`config.mk`:
```
export PLATFORM = sky130hd
export DESIGN_NAME = tmr_fault_monitor
export DESIGN_NICKNAME = d
export VERILOG_FILES = /design/src/rtl/tmr_fault_monitor.sv
export SDC_FILE = /design/constraint.sdc
export NUM_CORES = 1
export LEC_CHECK = 0
export ABC_AREA = 1
export BUFFER_PORTS_ARGS = -buffer_cell sky130_fd_sc_hd__buf_2
export CORE_AREA = 2 2 165 167
export DETAILED_ROUTE_END_ITERATION = 10
export DIE_AREA = 0 0 167 169
export PLACE_DENSITY = 0.66
export SETUP_SLACK_MARGIN = 0.1
export SLEW_MARGIN = 20
export SYNTH_ARGS = -nofsm -noshare
export SYNTH_HDL_FRONTEND = slang
export SYNTH_SLANG_ARGS = --single-unit
export TNS_END_PERCENT = 20
```
`constraint.sdc`:
```
create_clock -name clk -period 4.85 [get_ports clk]
set_input_delay 0.2425 -clock clk [delete_from_list [all_inputs] [get_ports clk]]
set_output_delay 0.2425 -clock clk [all_outputs]
set_load 0.05 [all_outputs]
```
`src/rtl/tmr_fault_monitor.sv`:
```
// TMR voter back end: registered valid/ready output stage, windowed disagreement accounting, health FSM.
// Optional feature: define TMR_HOLD_LAST_GOOD_EN to repair unresolved words with their last good value.

`ifdef TMR_HOLD_LAST_GOOD_EN
module tmr_word_lane #(
  parameter int VEC_W = 16
) (
  input  logic             clk,
  input  logic             rst_n,
  input  logic             load,
  input  logic             err,
  input  logic [VEC_W-1:0] din,
  output logic [VEC_W-1:0] dout
);
  logic [VEC_W-1:0] store;

  always_ff @(posedge clk or negedge rst_n)
    if (!rst_n)            store <= '0;
    else if (load && !err) store <= din;

  assign dout = err ? store : din;
endmodule
`endif

module tmr_fault_monitor #(
  parameter int WINDOW         = 256,
  parameter int DEGRADE_THRESH = 4,
  parameter int FAULT_THRESH   = 16
) (
  input  logic                   clk,
  input  logic                   rst_n,
  input  logic                   in_valid,
  output logic                   in_ready,
  input  logic [11:0][15:0]      voted,
  input  logic [11:0]            error_flags,
  output logic                   out_valid,
  input  logic                   out_ready,
  output logic [11:0][15:0]      out_data,
  output logic [11:0]            out_err_mask,
  output logic [1:0]             health,
  output logic [7:0]             err_count,
  output logic                   fault_irq,
  input  logic                   clear_fault
);
  localparam int NUM_LANES = 12;
  localparam int VEC_W     = 16;
  localparam int WW        = $clog2(WINDOW);

  typedef enum logic [1:0] {NORMAL = 2'b00, DEGRADED = 2'b01, FAULT = 2'b10} state_t;

  typedef struct packed {
    logic [NUM_LANES-1:0][VEC_W-1:0] data;
    logic [NUM_LANES-1:0]            mask;
  } rsp_t;

  state_t                          state, state_nxt;
  logic [WW-1:0]                   win_cnt, win_nxt;
  logic [7:0]                      cnt_nxt, acc_next;
  logic [8:0]                      sum;
  logic [3:0]                      n_err;
  logic                            win_end, accept;
  logic [NUM_LANES-1:0][VEC_W-1:0] fwd_data;
  rsp_t                            rsp_q;

  assign in_ready     = !out_valid || out_ready;
  assign accept       = in_valid && in_ready;
  assign out_data     = rsp_q.data;
  assign out_err_mask = rsp_q.mask;
  assign health       = state;

`ifdef TMR_HOLD_LAST_GOOD_EN
  for (genvar i = 0; i < NUM_LANES; i++) begin : g_lane
    tmr_word_lane #(.VEC_W(VEC_W)) u_lane (
      .clk  (clk),
      .rst_n(rst_n),
      .load (accept),
      .err  (error_flags[i]),
      .din  (voted[i]),
      .dout (fwd_data[i])
    );
  end
`else
  assign fwd_data = voted;
`endif

  always_ff @(posedge clk or negedge rst_n)
    if (!rst_n) begin
      out_valid <= 1'b0;
      rsp_q     <= '0;
    end else if (accept) begin
      out_valid  <= 1'b1;
      rsp_q.data <= fwd_data;
      rsp_q.mask <= error_flags;
    end else if (out_ready) begin
      out_valid <= 1'b0;
    end

  always_ff @(posedge clk or negedge rst_n)
    if (!rst_n) begin
      state     <= NORMAL;
      err_count <= '0;
      win_cnt   <= '0;
      fault_irq <= 1'b0;
    end else begin
      state     <= state_nxt;
      err_count <= cnt_nxt;
      win_cnt   <= win_nxt;
      fault_irq <= (state_nxt == FAULT) && (state != FAULT);
    end

  always_comb begin
    state_nxt = state;
    cnt_nxt   = err_count;
    win_nxt   = win_cnt;
    n_err     = '0;
    for (int i = 0; i < NUM_LANES; i++) n_err = n_err + 4'(error_flags[i]);
    sum      = {1'b0, err_count} + 9'(n_err);
    acc_next = sum[8] ? 8'hFF : sum[7:0];
    win_end  = (win_cnt == WW'(WINDOW - 1));

    // clear has priority over counting a coincident sample
    if (clear_fault) begin
      if (state == FAULT) state_nxt = NORMAL;
      cnt_nxt = '0;
      win_nxt = '0;
    end else if (accept && state != FAULT) begin
      if (win_end) begin
        cnt_nxt = '0;
        win_nxt = '0;
      end else begin
        cnt_nxt = acc_next;
        win_nxt = win_cnt + 1'b1;
      end
      if (acc_next >= 8'(FAULT_THRESH))
        state_nxt = FAULT;
      else if (state == NORMAL && acc_next >= 8'(DEGRADE_THRESH))
        state_nxt = DEGRADED;
      else if (state == DEGRADED && win_end && acc_next < 8'(DEGRADE_THRESH))
        state_nxt = NORMAL;
    end
  end
endmodule

```
==> run_results.csv <==
group,metric,value,unit
hold_path,hold_path_class,"in -> reg",
global_route,grt_overflow,0,
detailed_routing,vias_per_cell,4.54,
yosys,yosysTopAreaCellShare,0.612,
sta,slew-limit-headroom,0.377,
power_and_ir_drop,intPower,3.99,mW
yosys,ys_ff_latch,224,
sta,skew,12.8,ps
sta,worst_slew_pin_slew,934,ps
yosys,synth_cells,637,
status,outcome,"finished clean",
sta,fin_setup_tns,0,ps
detailed_routing,drt_iter0_markers,344,
floorplanning,core,26500,um^2
yosys,ys_top_cells_by_count,"dfrtp_1 (224), mux2_2 (180), nand2_1 (46), inv_1 (32)",
power_and_ir_drop,power,6.64,mW
global_route,grt_max_degree,122,
sta,fin_crit_sh,0.849,
floorplanning,die_w,167,um
yosys,synth-xor-area-share,0.000957,
yosys,synth_top_area_cell,"dfrtp_1",
floorplanning,start_util,0.345,
clocking,root_buffer,"clkbuf_16",
place,port_buffers,425,
detailed_routing,dr.pass1.iters,4,
final_layout,stdcell_count,1623,
yosys,yosysUniqueCellTypes,31,
yosys,syn_area,9160,um^2
power_and_ir_drop,ir_worst_vdd,0.317,mV
job,drv_cap,0,
yosys,synth-edff-count,0,
detailed_routing,antenna_left,0,
clocking,clock_path_buffers,3,
critical_path,start_kind,"input port",
sta,setup_ws,732,ps
place,place_inst,1381,
floorplanning,die_h,169,um
floorplanning,row_count,60,
sta,hold_viol_final,0,
yosys,yosysMostFrequentCell,"dfrtp_1",
global_route,grt_usage,0.185,
critical_path,setup.worst_path.end_class,"flop",
power_and_ir_drop,switchingPower,2.65,mW
clocking,post_cts_resized,0,
yosys,ys.flop_type,"dfrtp_1",
sta,grt_setup_unrepaired,"false",
yosys,yosysWarnings,0,
yosys,ys_seq_area_frac,0.612,
power_and_ir_drop,swShare,0.398,
global_route,antenna_found_initial,0,
final_layout,final_cell_area,14400,um^2
yosys,synth_compound_area_frac,0.0191,
critical_path,critPathKind,"in -> reg",
global_route,grt_pass1_vias,7897,
detailed_routing,vias,7376,
yosys,synth_mux_area_frac,0.244,
detailed_routing,wire_per_inst,16.8,um
place,gp_routability_congestion,0.813,
detailed_routing,drt-total-wl,27.3,mm
yosys,synth.area.top_cells,"dfrtp_1 (61%), mux2_2 (22%), mux2_1 (2.2%)",
sta,drv_slew,0,
critical_path,cp.required,5270,ps
critical_path,arrival,4540,ps
yosys,synth_top_family_by_area,"multiplexers",
clocking,clk_latency,530,ps
place,placed_cell_area,11600,um^2
hold_path,min_delay_path_depth,3,
global_route,grt_pass1_wl,42.3,mm
clocking,htree_levels,1,
yosys,synth-simple-area-share,0.0570,
yosys,synthAdderAreaFrac,0.0312,
final_layout,syn2layout_area_growth,57.0,%
critical_path,cp_max_fo,3,
power_and_ir_drop,p_leak,7.00,nW
power_and_ir_drop,pwr-share-seq,0.349,
floorplanning,dieArea,28200,um^2
clocking,cts.sinks,224,
clocking,cts_buffers,25,
place,dp_hpwl,17.5,mm
final_layout,antennaDiodeCount,0,
place,dp_slack,734,ps
clocking,cts_tree,"yes",
critical_path,reg2reg_depth,18,
sta,finalSetupViolations,0,
clocking,cts.clk_slew.worst_paths,60,ps
power_and_ir_drop,pwr-share-clk,0.272,
yosys,postSynth.asyncResetShare,1.00,
yosys,syn_nets,864,
final_layout,fin_nets,1493,
detailed_routing,drc_errors,0,
power_and_ir_drop,power_density,462,nW/um^2
sta,fin_crit,4120,ps
sta,fmax,243,MHz
final_layout,fill_cells,2143,
final_layout,drive_above_1_share,0.534,
yosys,synth.avg_cell_area,14.4,um^2
floorplanning,io_pins,426,
power_and_ir_drop,combPwrFrac,0.378,
==> per-stage QoR <==
stage / utilization / hold slack [ps]
2_1_floorplan: - / -53.1
3_3_place_gp: 0.438 / 398
3_5_place_dp: 0.438 / 390
4_1_cts: 0.542 / 29.9
5_1_grt: 0.542 / 46.4
6_report: 0.542 / 52.3
==> area by class of cell <==
class	instances	area (um^2)	area share
Timing Repair Buffer	626	4170	0.290
Inverter	41	159	0.0111
Clock inverter	7	46.3	0.00322
Clock buffer	36	737	0.0513
Tap cell	341	427	0.0297
Sequential cell	224	5610	0.390
Multi-Input combinational cell	348	3230	0.225
==> critical path, stage by stage <==
cell and delay [ps]:
dlygate4sd3_1 550, buf_2 140, fa_1 530, inv_1 70
fa_1 450, fa_1 510, fa_1 430, fa_1 370
inv_1 130, fa_1 270, nand2_2 70, nand2_2 90
nand3_1 80, nand3_1 120, nand3_2 100, nor2_2 130
nand2_1 60, nand2_1 60, nand2_2 60, nand2_2 60
nor2_2 30
==> flip-flops by register name, summed over array words and instances (netlist names) <==
name	count
fault_irq	1
out_err_mask	12
health	2
out_data	192
out_valid	1
err_count	8
win_cnt	8
==> what timing repair did <==
action / in CTS / in global routing
hold buffers: 199 / 0
endpoints found under the hold margin: 318 / 0
buffers inserted: 0 / 0
==> worst paths after layout <==
kind | startpoint | endpoint | slack (ps)
max | error_flags[5] | fault_irq$_DFF_PN0_ | 730
min | error_flags[4] | out_err_mask[4]$_DFFE_PN0P_ | 50
max reg2reg | err_count[0]$_DFFE_PN0P_ | fault_irq$_DFF_PN0_ | 1260
min reg2reg | out_data[23]$_DFFE_PN0P_ | out_data[23]$_DFFE_PN0P_ | 490
max in group asynchronous | rst_n | err_count[2]$_DFFE_PN0P_ | 3340
min in group asynchronous | rst_n | out_data[47]$_DFFE_PN0P_ | 390
==> layer usage <==
| layer | vias to the layer above | GRT usage | wire length (um) |
|---|---|---|---|
| li1 | 3432 | - | - |
| met1 | 3597 | 0.219 | 10600 |
| met2 | 285 | 0.334 | 14100 |
| met3 | 62 | 0.0414 | 1740 |
| met4 | 0 | 0.0622 | 889 |
| met5 | - | 0 | 0 |
==> cells by family after synthesis <==
family / count (synthesis)
fa+ha+maj: 18
simple gates: 99
flops: 224
compound gates: 32
xor+xnor: 1
mux: 198
buf+inv: 65
==> cell usage in the layout, fill, tap and decap left out, drive strengths merged <==
cell type,instances
nand3,14
clkinv,3
fa,8
nand4,3
and3,1
xnor2,1
nor2,15
a21oi,6
ha,10
o21ai,22
clkbuf,36
buf,427
a22o,3
nor3,6
nand2,60
inv,42
a31o,1
clkinvlp,3
mux2,198
dlygate4sd3,199
dfrtp,224
==> power groups by stage <==
stage                     Sequential (mW)  Combinational (mW)  Clock [mW]
after floorplan                      3.35               0.749           0
after global placement               2.33                2.35           0
after detailed placement             2.34                2.38           0
after CTS                            2.31                2.52        1.87
after global routing                 2.36                2.67        1.94
final                                2.32                2.51        1.81
Power figures use the tool's default switching activity.
